**config.mk**
```make
export PLATFORM = sky130hd
export DESIGN_NAME = bip_control_unit
export DESIGN_NICKNAME = d
export VERILOG_FILES = /design/src/rtl/bip_control_unit.sv
export SDC_FILE = /design/constraint.sdc
export NUM_CORES = 1
export LEC_CHECK = 0
export ABC_CLOCK_PERIOD_IN_PS = 3300
export CAP_MARGIN = 10
export CORE_MARGIN = 5
export CORE_UTILIZATION = 49
export CTS_CLUSTER_SIZE = 10
export DETAILED_ROUTE_END_ITERATION = 12
export GPL_ROUTABILITY_DRIVEN = 0
export PLACE_DENSITY = 0.9
export SYNTH_ARGS = -nofsm -noshare
export SYNTH_HDL_FRONTEND = slang
export SYNTH_SLANG_ARGS = --single-unit
```
**constraint.sdc**
```tcl
create_clock -name clk -period 3.3 [get_ports clk]
set_input_delay 0.495 -clock clk [delete_from_list [all_inputs] [get_ports clk]]
set_output_delay 0.495 -clock clk [all_outputs]
set_load 0.1 [all_outputs]
```
**src/rtl/bip_control_unit.sv**
```systemverilog
`default_nettype none
// ---------------------------------------------------------------------------
// bip_control_unit: BIP instruction sequencer (pc, decode, control strobes). Rev 1.0
// ---------------------------------------------------------------------------
module bip_control_unit #(
  parameter int ADDRESS_BITS = 11,
  parameter int DATA_BITS    = 16,
  parameter int OPCODE_BITS  = 5,
  parameter int COUNT_BITS   = 32
) (
  input  logic                    clk,
  input  logic                    rst,
  input  logic                    i_start,
  input  logic [DATA_BITS-1:0]    i_instruction,
  output logic [ADDRESS_BITS-1:0] o_pc,
  output logic [ADDRESS_BITS-1:0] o_data_addr,
  output logic [DATA_BITS-1:0]    o_operand,
  output logic [1:0]              o_sel_a,
  output logic                    o_sel_b,
  output logic                    o_op,
  output logic                    o_wr_acc,
  output logic                    o_wr_ram,
  output logic                    o_rd_ram,
  output logic                    o_running,
  output logic                    o_halted,
  output logic [COUNT_BITS-1:0]   o_cycle_count
);

  typedef enum logic [1:0] {
    IDLE = 2'd0,
    RUN  = 2'd1,
    HALT = 2'd2
  } state_t;

  localparam logic [OPCODE_BITS-1:0] OP_HLT  = OPCODE_BITS'(0);
  localparam logic [OPCODE_BITS-1:0] OP_STO  = OPCODE_BITS'(1);
  localparam logic [OPCODE_BITS-1:0] OP_LD   = OPCODE_BITS'(2);
  localparam logic [OPCODE_BITS-1:0] OP_LDI  = OPCODE_BITS'(3);
  localparam logic [OPCODE_BITS-1:0] OP_ADD  = OPCODE_BITS'(4);
  localparam logic [OPCODE_BITS-1:0] OP_ADDI = OPCODE_BITS'(5);
  localparam logic [OPCODE_BITS-1:0] OP_SUB  = OPCODE_BITS'(6);
  localparam logic [OPCODE_BITS-1:0] OP_SUBI = OPCODE_BITS'(7);

  state_t                  state;
  state_t                  next_state;
  logic [ADDRESS_BITS-1:0] pc;
  logic [COUNT_BITS-1:0]   cycle_count;
  logic [OPCODE_BITS-1:0]  opcode;

  assign opcode      = i_instruction[DATA_BITS-1 -: OPCODE_BITS];
  assign o_data_addr = i_instruction[ADDRESS_BITS-1:0];
  assign o_operand   = {{(DATA_BITS-ADDRESS_BITS){i_instruction[ADDRESS_BITS-1]}},
                        i_instruction[ADDRESS_BITS-1:0]};

  always_ff @(posedge clk) begin
    if (rst) begin
      state       <= IDLE;
      pc          <= '0;
      cycle_count <= '0;
    end else begin
      state <= next_state;
      case (state)
        RUN: begin
          if (cycle_count != {COUNT_BITS{1'b1}})
            cycle_count <= cycle_count + COUNT_BITS'(1);
          // HLT keeps pc on its own address so the halt point stays visible
          if (opcode != OP_HLT)
            pc <= pc + ADDRESS_BITS'(1);
        end
        HALT: begin
          if (i_start) begin
            pc          <= '0;
            cycle_count <= '0;
          end
        end
        default: ;
      endcase
    end
  end

  always_comb begin
    next_state = state;
    o_sel_a    = 2'd0;
    o_sel_b    = 1'b0;
    o_op       = 1'b0;
    o_wr_acc   = 1'b0;
    o_wr_ram   = 1'b0;
    o_rd_ram   = 1'b0;
    case (state)
      IDLE: if (i_start) next_state = RUN;
      RUN: begin
        case (opcode)
          OP_HLT:  next_state = HALT;
          OP_STO:  o_wr_ram = 1'b1;
          OP_LD:   begin o_rd_ram = 1'b1; o_wr_acc = 1'b1; end
          OP_LDI:  begin o_sel_a = 2'd1; o_wr_acc = 1'b1; end
          OP_ADD:  begin o_rd_ram = 1'b1; o_sel_a = 2'd2; o_wr_acc = 1'b1; end
          OP_ADDI: begin o_sel_a = 2'd2; o_sel_b = 1'b1; o_wr_acc = 1'b1; end
          OP_SUB:  begin o_rd_ram = 1'b1; o_sel_a = 2'd2; o_op = 1'b1; o_wr_acc = 1'b1; end
          OP_SUBI: begin o_sel_a = 2'd2; o_sel_b = 1'b1; o_op = 1'b1; o_wr_acc = 1'b1; end
          default: ;
        endcase
      end
      HALT: if (i_start) next_state = RUN;
      default: next_state = IDLE;
    endcase
  end

  assign o_pc          = pc;
  assign o_cycle_count = cycle_count;
  assign o_running     = (state == RUN);
  assign o_halted      = (state == HALT);

endmodule
`default_nettype wire

```
==> flow_summary.toml, run 1 <==
[status]
status = "finished, final reports clean"

[power]
vdd_ir_drop_max_mv = 0.259
leakage_nw = 1.25
powerDensity_mw_per_mm2 = 329

[global_route]
overflow = 0
grt_busiest_layer = "met2"
grt_pass1_wl_mm = 11.3
use_met2_pct = 30.6
grt.total_usage_pct = 19.0
gr-usage-met1_pct = 24.7
antenna_found_initial = 0
grt_max_degree = 27
met3_usage_pct = 5.79
grt_pass1_vias = 2377

[cells_and_area]
fin_nets = 374
fillers = 516
final_cell_mix = "45 x dfxtp_1, 32 x buf_4, 31 x a21oi_1, 29 x clkdlybuf4s50_1, 22 x nor2_1"
drive_above_1_share_pct = 15.8
final_common_cell = "dfxtp_1"
insertedDiodeCount = 0
syn2layout_area_growth_pct = 15.5
stdcell_count = 426
final_util_pct = 57.8

[job]
maxCapViolations = 0

[worst_setup_path]
path_buf_inv = 1
critPathTopFamily = "buffers and inverters"
arrival_ns = 1.94
critPathCaptureType = "output pin"
cpPeakStageDelay_ns = 1.18
cp_data_required_time_ns = 2.80
crit_slowest_cell = "clkdlybuf4s50_1"
cp-start-kind = "flip-flop"
path_max_fanout = 5
crit_chain = "clkdlybuf4s50_1"
critPathKind = "flip-flop to output pin"

[routing]
viasPerCell = 6.00
drc = 0
wl_per_cell_um = 16.0
dr.pass1.iters = 4
drt-total-wl_mm = 6.84
via_count = 2558
drtAntennaViolNets = 0
dr.first_iter.drc_count = 204

[cts]
cts_setup_buffers = 0
insertion_delay_ns = 0.31
ctsResizeCount = 0
cts_inserted_buffers = 5
postCtsHoldBufs = 0
cts_sinks = 45
cts_buffer_depth = 2
h-tree-depth = 2
cts.clk_slew.worst_paths_ns = 0.09
cts_root_buf = "clkbuf_8"
cts_tree = "yes"

[timing]
fin_crit_ns = 2.44
slew_viol_final = 0
whs_ns = 0.494
setup_tns_ns = 0
finalHoldViolations = 0
tightest_slew_ns = 0.973
slew_headroom_pct = 34.9
max_freq_mhz = 411
rsz0062_at_grt = "false"
fin_crit_sh_pct = 73.8
skew_ns = 0.0116
setup_viol = 0

[yosys]
synth_edf_count = 0
yosys.cell_types.count = 56
syn-num-nets = 350
ys_ff_latch = 45
synth_warnings = 0
synth_ff_type = "dfxtp_1"
synth_area_leader_cell = "dfxtp_1"
async_flop_share_pct = 0
synth_cells = 329
netlist.area_leader.share_pct = 32.9
avgSynthCellArea_um2 = 8.33
synth_area_mm2 = 0.00274
yosys-top-cells-area = "dfxtp_1 33%, buf_4 8.2%, a21oi_1 5.7%"
ys_seq_area_share_pct = 32.9

[die]
io_pins = 98
die_w_um = 84.8
die_h_um = 84.8
rows = 27
start_util_pct = 50.1
coreArea_mm2 = 0.00547
dieArea_mm2 = 0.00719

[place]
dp_hpwl_mm = 4.97
placedCellCount = 418
portBuffers = 59

[min_path]
worstHoldPathType = "flip-flop to flip-flop"
==> cell type report <==
| type | count | area, um2 | share of cell area, % |
|---|---|---|---|
| inverter | 10 | 37.5 | 1.19 |
| tap | 72 | 90.1 | 2.85 |
| multi-input combinational | 230 | 1520 | 48.0 |
| sequential | 45 | 901 | 28.5 |
| clock buffer | 6 | 72.6 | 2.29 |
| clock inverter | 2 | 15.0 | 0.474 |
| timing repair buffer | 61 | 531 | 16.8 |
==> metal layers <==
layer  up-vias  wire length, um
met5         -                0
met4         0               69
met3        13              536
met2        95             3180
met1      1201             3060
li1       1249                -
==> worst paths after layout <==
| kind | from | endpoint | slack (ns) | cells past startpoint |
|---|---|---|---|---|
| setup reg to reg | o_cycle_count[0] | o_cycle_count[9] | 0.89 | 6 |
| setup / recovery | o_pc[7] | o_pc[7] | 0.86 | 1 |
| hold / removal | o_cycle_count[17] | o_cycle_count[17] | 0.49 | 1 |
| hold reg to reg | o_cycle_count[17] | o_cycle_count[17] | 0.49 | 1 |
==> kinds of logic (layout without fill, tap and decap cells) <==
| kind of cell | Yosys count | in the layout | synth area share, % |
|---|---|---|---|
| AND/OR/NAND/NOR | 123 | 123 | 26.2 |
| XOR/XNOR | 7 | 7 | 2.24 |
| AO/OA/AOI/OAI | 96 | 96 | 24.8 |
| buffers and inverters | 54 | 79 | 12.2 |
| multiplexers | 2 | 2 | 0.731 |
| flip-flops | 45 | 45 | 32.9 |
| adder cells (fa/ha/maj) | 2 | 2 | 0.913 |
==> Yosys cell counts, types with 2 or more instances <==
cell type / number
and2_1: 4
a41oi_1: 2
nand2_2: 2
clkbuf_1: 9
nand2b_1: 7
a31oi_1: 9
a22oi_1: 2
buf_6: 2
ha_1: 2
o22a_1: 14
xnor2_1: 4
nand2_1: 21
nor2_1: 22
or4_1: 6
a21o_1: 3
xor2_1: 3
a211oi_1: 3
inv_1: 10
and3_1: 8
a21oi_1: 31
and4_1: 5
a21boi_1: 2
or3_1: 5
nor4_4: 2
nor3_1: 9
o21ai_0: 6
buf_2: 2
or2_2: 2
a2111oi_0: 3
nand4_1: 9
o211ai_1: 3
dfxtp_1: 45
buf_4: 30
nand3_1: 14
o21ai_1: 3
o2111ai_1: 4
mux2i_1: 2
==> through the flow <==
stage / area, um2 / worst slack [ns] / total power [W]
finish: 3170 / 0.865 / 0.00104
global route: 3170 / 0.618 / 0.00108
CTS: 3170 / 0.875 / 0.00104
detailed placement: 3080 / 0.791 / 0.000703
global placement: 3080 / 0.902 / 0.000700
floorplan: 2750 / 0.0158 / 0.000826
==> sequential cells by signal, indices dropped and copies added, names as in the netlist <==
signal and flops:
o_cycle_count 32, state 2, o_pc 11
==> report_power, final <==
| group | total (W) | switching [W] | internal (W) |
|---|---|---|---|
| sequential | 0.000553 | 0.00000577 | 0.000547 |
| clock | 0.000352 | 0.000202 | 0.000149 |
| combinational | 0.000138 | 0.000101 | 0.0000368 |
| total | 0.00104 | 0.000309 | 0.000733 |
(Power assumes the default switching activity.)
==> inputs of run 2 (changes only) <==
ABC_CLOCK_PERIOD_IN_PS = 2500   (was 3300)
CORE_UTILIZATION = 45   (was 49)
PLACE_DENSITY = 0.84   (was 0.9)
clock period = 2.5 ns   (was 3.3 ns; I/O delays follow)
==> run 2 against run 1 <==
  * Clock-buffer cell count grew 1
  * Final area grew 5.7%
  * Clock power grew 62%
  * Register-to-register slack lost 0.60 ns
  * Global-route usage grew 0.095 points
  * Clock skew shrank 0.0059 ns
  * Via count grew 4.0%
  * Final cell count grew 2.8%
  * Worst hold slack lost 0.0047 ns
  * First-iteration DRC count grew 20%
  * Critical endpoint is now o_sel_a[0]
  * Highest routed layer unchanged
==> flow_summary.toml, run 2 (synthesis gave the netlist of run 1 again) <==
[cells_and_area]
final_common_cell = "buf_4"
final_cell_mix = "56 x buf_4, 31 x a21oi_1, 25 x dfxtp_1, 22 x nor2_1, 21 x nand2_1"
fin_nets = 383
final_util_pct = 56.5
largest_register_ffs = 32
drive_above_1_share_pct = 30.3
insertedDiodeCount = 0
stdcell_count = 438
syn2layout_area_growth_pct = 22.1

[cts]
insertion_delay_ns = 0.29
cts_buffer_depth = 2
cts_root_buf = "clkbuf_8"
cts_sinks = 45
cts_tree = "yes"
cts.clk_slew.worst_paths_ns = 0.08
cts_setup_buffers = 0
ctsResizeCount = 0
cts_inserted_buffers = 5
h-tree-depth = 2
postCtsHoldBufs = 0

[timing]
skew_ns = 0.00562
max_freq_mhz = 428
fin_crit_ns = 2.34
slew_headroom_pct = 62.9
slew_viol_final = 0
tightest_slew_ns = 0.543
whs_ns = 0.490
setup_viol = 0
rsz0062_at_grt = "false"
fin_crit_sh_pct = 93.5
finalHoldViolations = 0

[global_route]
grt_pass1_vias = 2451
grt.total_usage_pct = 19.1
overflow = 0
antenna_found_initial = 0
grt_max_degree = 27
grt_pass1_wl_mm = 12.0

[power]
powerDensity_mw_per_mm2 = 448
vdd_ir_drop_max_mv = 0.337
leakage_nw = 1.38

[worst_setup_path]
crit_chain = "nand2b_1, nor3_1, nand2_1, nor3b_2, buf_12"
critPathTopFamily = "simple AND/OR/NAND/NOR gates"
path_buf_inv = 1
arrival_ns = 1.96
crit_slowest_cell = "dfxtp_1"
cp-start-kind = "flip-flop"
critPathKind = "flip-flop to output pin"
cp_data_required_time_ns = 2.12
path_max_fanout = 8
cpPeakStageDelay_ns = 0.34
critPathCaptureType = "output pin"

[routing]
drc = 0
wl_per_cell_um = 16.9
dr.pass1.iters = 6
drt-total-wl_mm = 7.39
dr.first_iter.drc_count = 244
via_count = 2661
viasPerCell = 6.08
drtAntennaViolNets = 0

[die]
coreArea_mm2 = 0.00592
start_util_pct = 46.3
die_w_um = 88.0
rows = 28
io_pins = 98
dieArea_mm2 = 0.00775
die_h_um = 88.0

[place]
dp_hpwl_mm = 5.35
portBuffers = 59
placedCellCount = 430

[min_path]
worstHoldPathType = "flip-flop to flip-flop"

[job]
maxCapViolations = 0

[status]
status = "finished, final reports clean"
==> run 2: cell count changes in the layout (fill, tap and decap cells not counted), sizes merged <==
cell / previous run / this run
buf: 32 / 63
bufinv: 0 / 1
clkbuf: 6 / 7
clkdlybuf4s50: 29 / 7
clkinvlp: 2 / 1
inv: 10 / 9
==> run 2: stage by stage <==
step | worst slack, ns | TNS, ns | total power, W | instance area [um2]
final | 0.163 | 0 | 0.00150 | 3340
after detailed placement | 0.280 | 0 | 0.000945 | 3230
after global routing | 0.0781 | 0 | 0.00156 | 3340
after global placement | 0.342 | 0 | 0.000942 | 3230
after CTS | 0.155 | 0 | 0.00151 | 3340
after floorplan | -0.0903 | -0.0903 | 0.00109 | 2800
==> run 2: worst paths after layout <==
| check | startpoint | to | slack (ns) | depth (start not counted) |
|---|---|---|---|---|
| setup reg to reg | o_cycle_count[20] | o_cycle_count[11] | 0.29 | 5 |
| setup / recovery | state[1] | o_sel_a[0] | 0.16 | 5 |
| hold reg to reg | o_cycle_count[14] | o_cycle_count[14] | 0.49 | 1 |
| hold / removal | o_cycle_count[14] | o_cycle_count[14] | 0.49 | 1 |
==> run 2: layer usage <==
metal	vias to the layer above	GRT usage, %	wire length [um]
met5	-	0	0
met4	0	4.53	55
met3	11	4.33	784
met2	135	32.8	3460
met1	1242	24.4	3090
li1	1273	-	-
==> run 2: worst reg2reg max path, cell delays in order, from the launching register on <==
cell and delay (ns):
dfxtp_2 0.43, nand4_1 0.28, nor4_4 0.52, a31oi_4 0.28, nor2_4 0.42, o22a_1 0.22
==> run 2: final cells by class <==
| cell class | count | area, um2 |
|---|---|---|
| tap | 75 | 93.8 |
| multi-input combinational | 230 | 1540 |
| fill | 557 | 2580 |
| clock inverter | 1 | 30.0 |
| sequential | 45 | 926 |
| clock buffer | 7 | 86.3 |
| timing repair buffer | 70 | 631 |
| inverter | 10 | 41.3 |
==> run 2: power breakdown <==
group | internal, W | leakage (nW) | switching, W
Clock | 0.000326 | 0.0585 | 0.000244
Combinational | 0.0000585 | 0.951 | 0.000140
Sequential | 0.000722 | 0.373 | 0.00000843
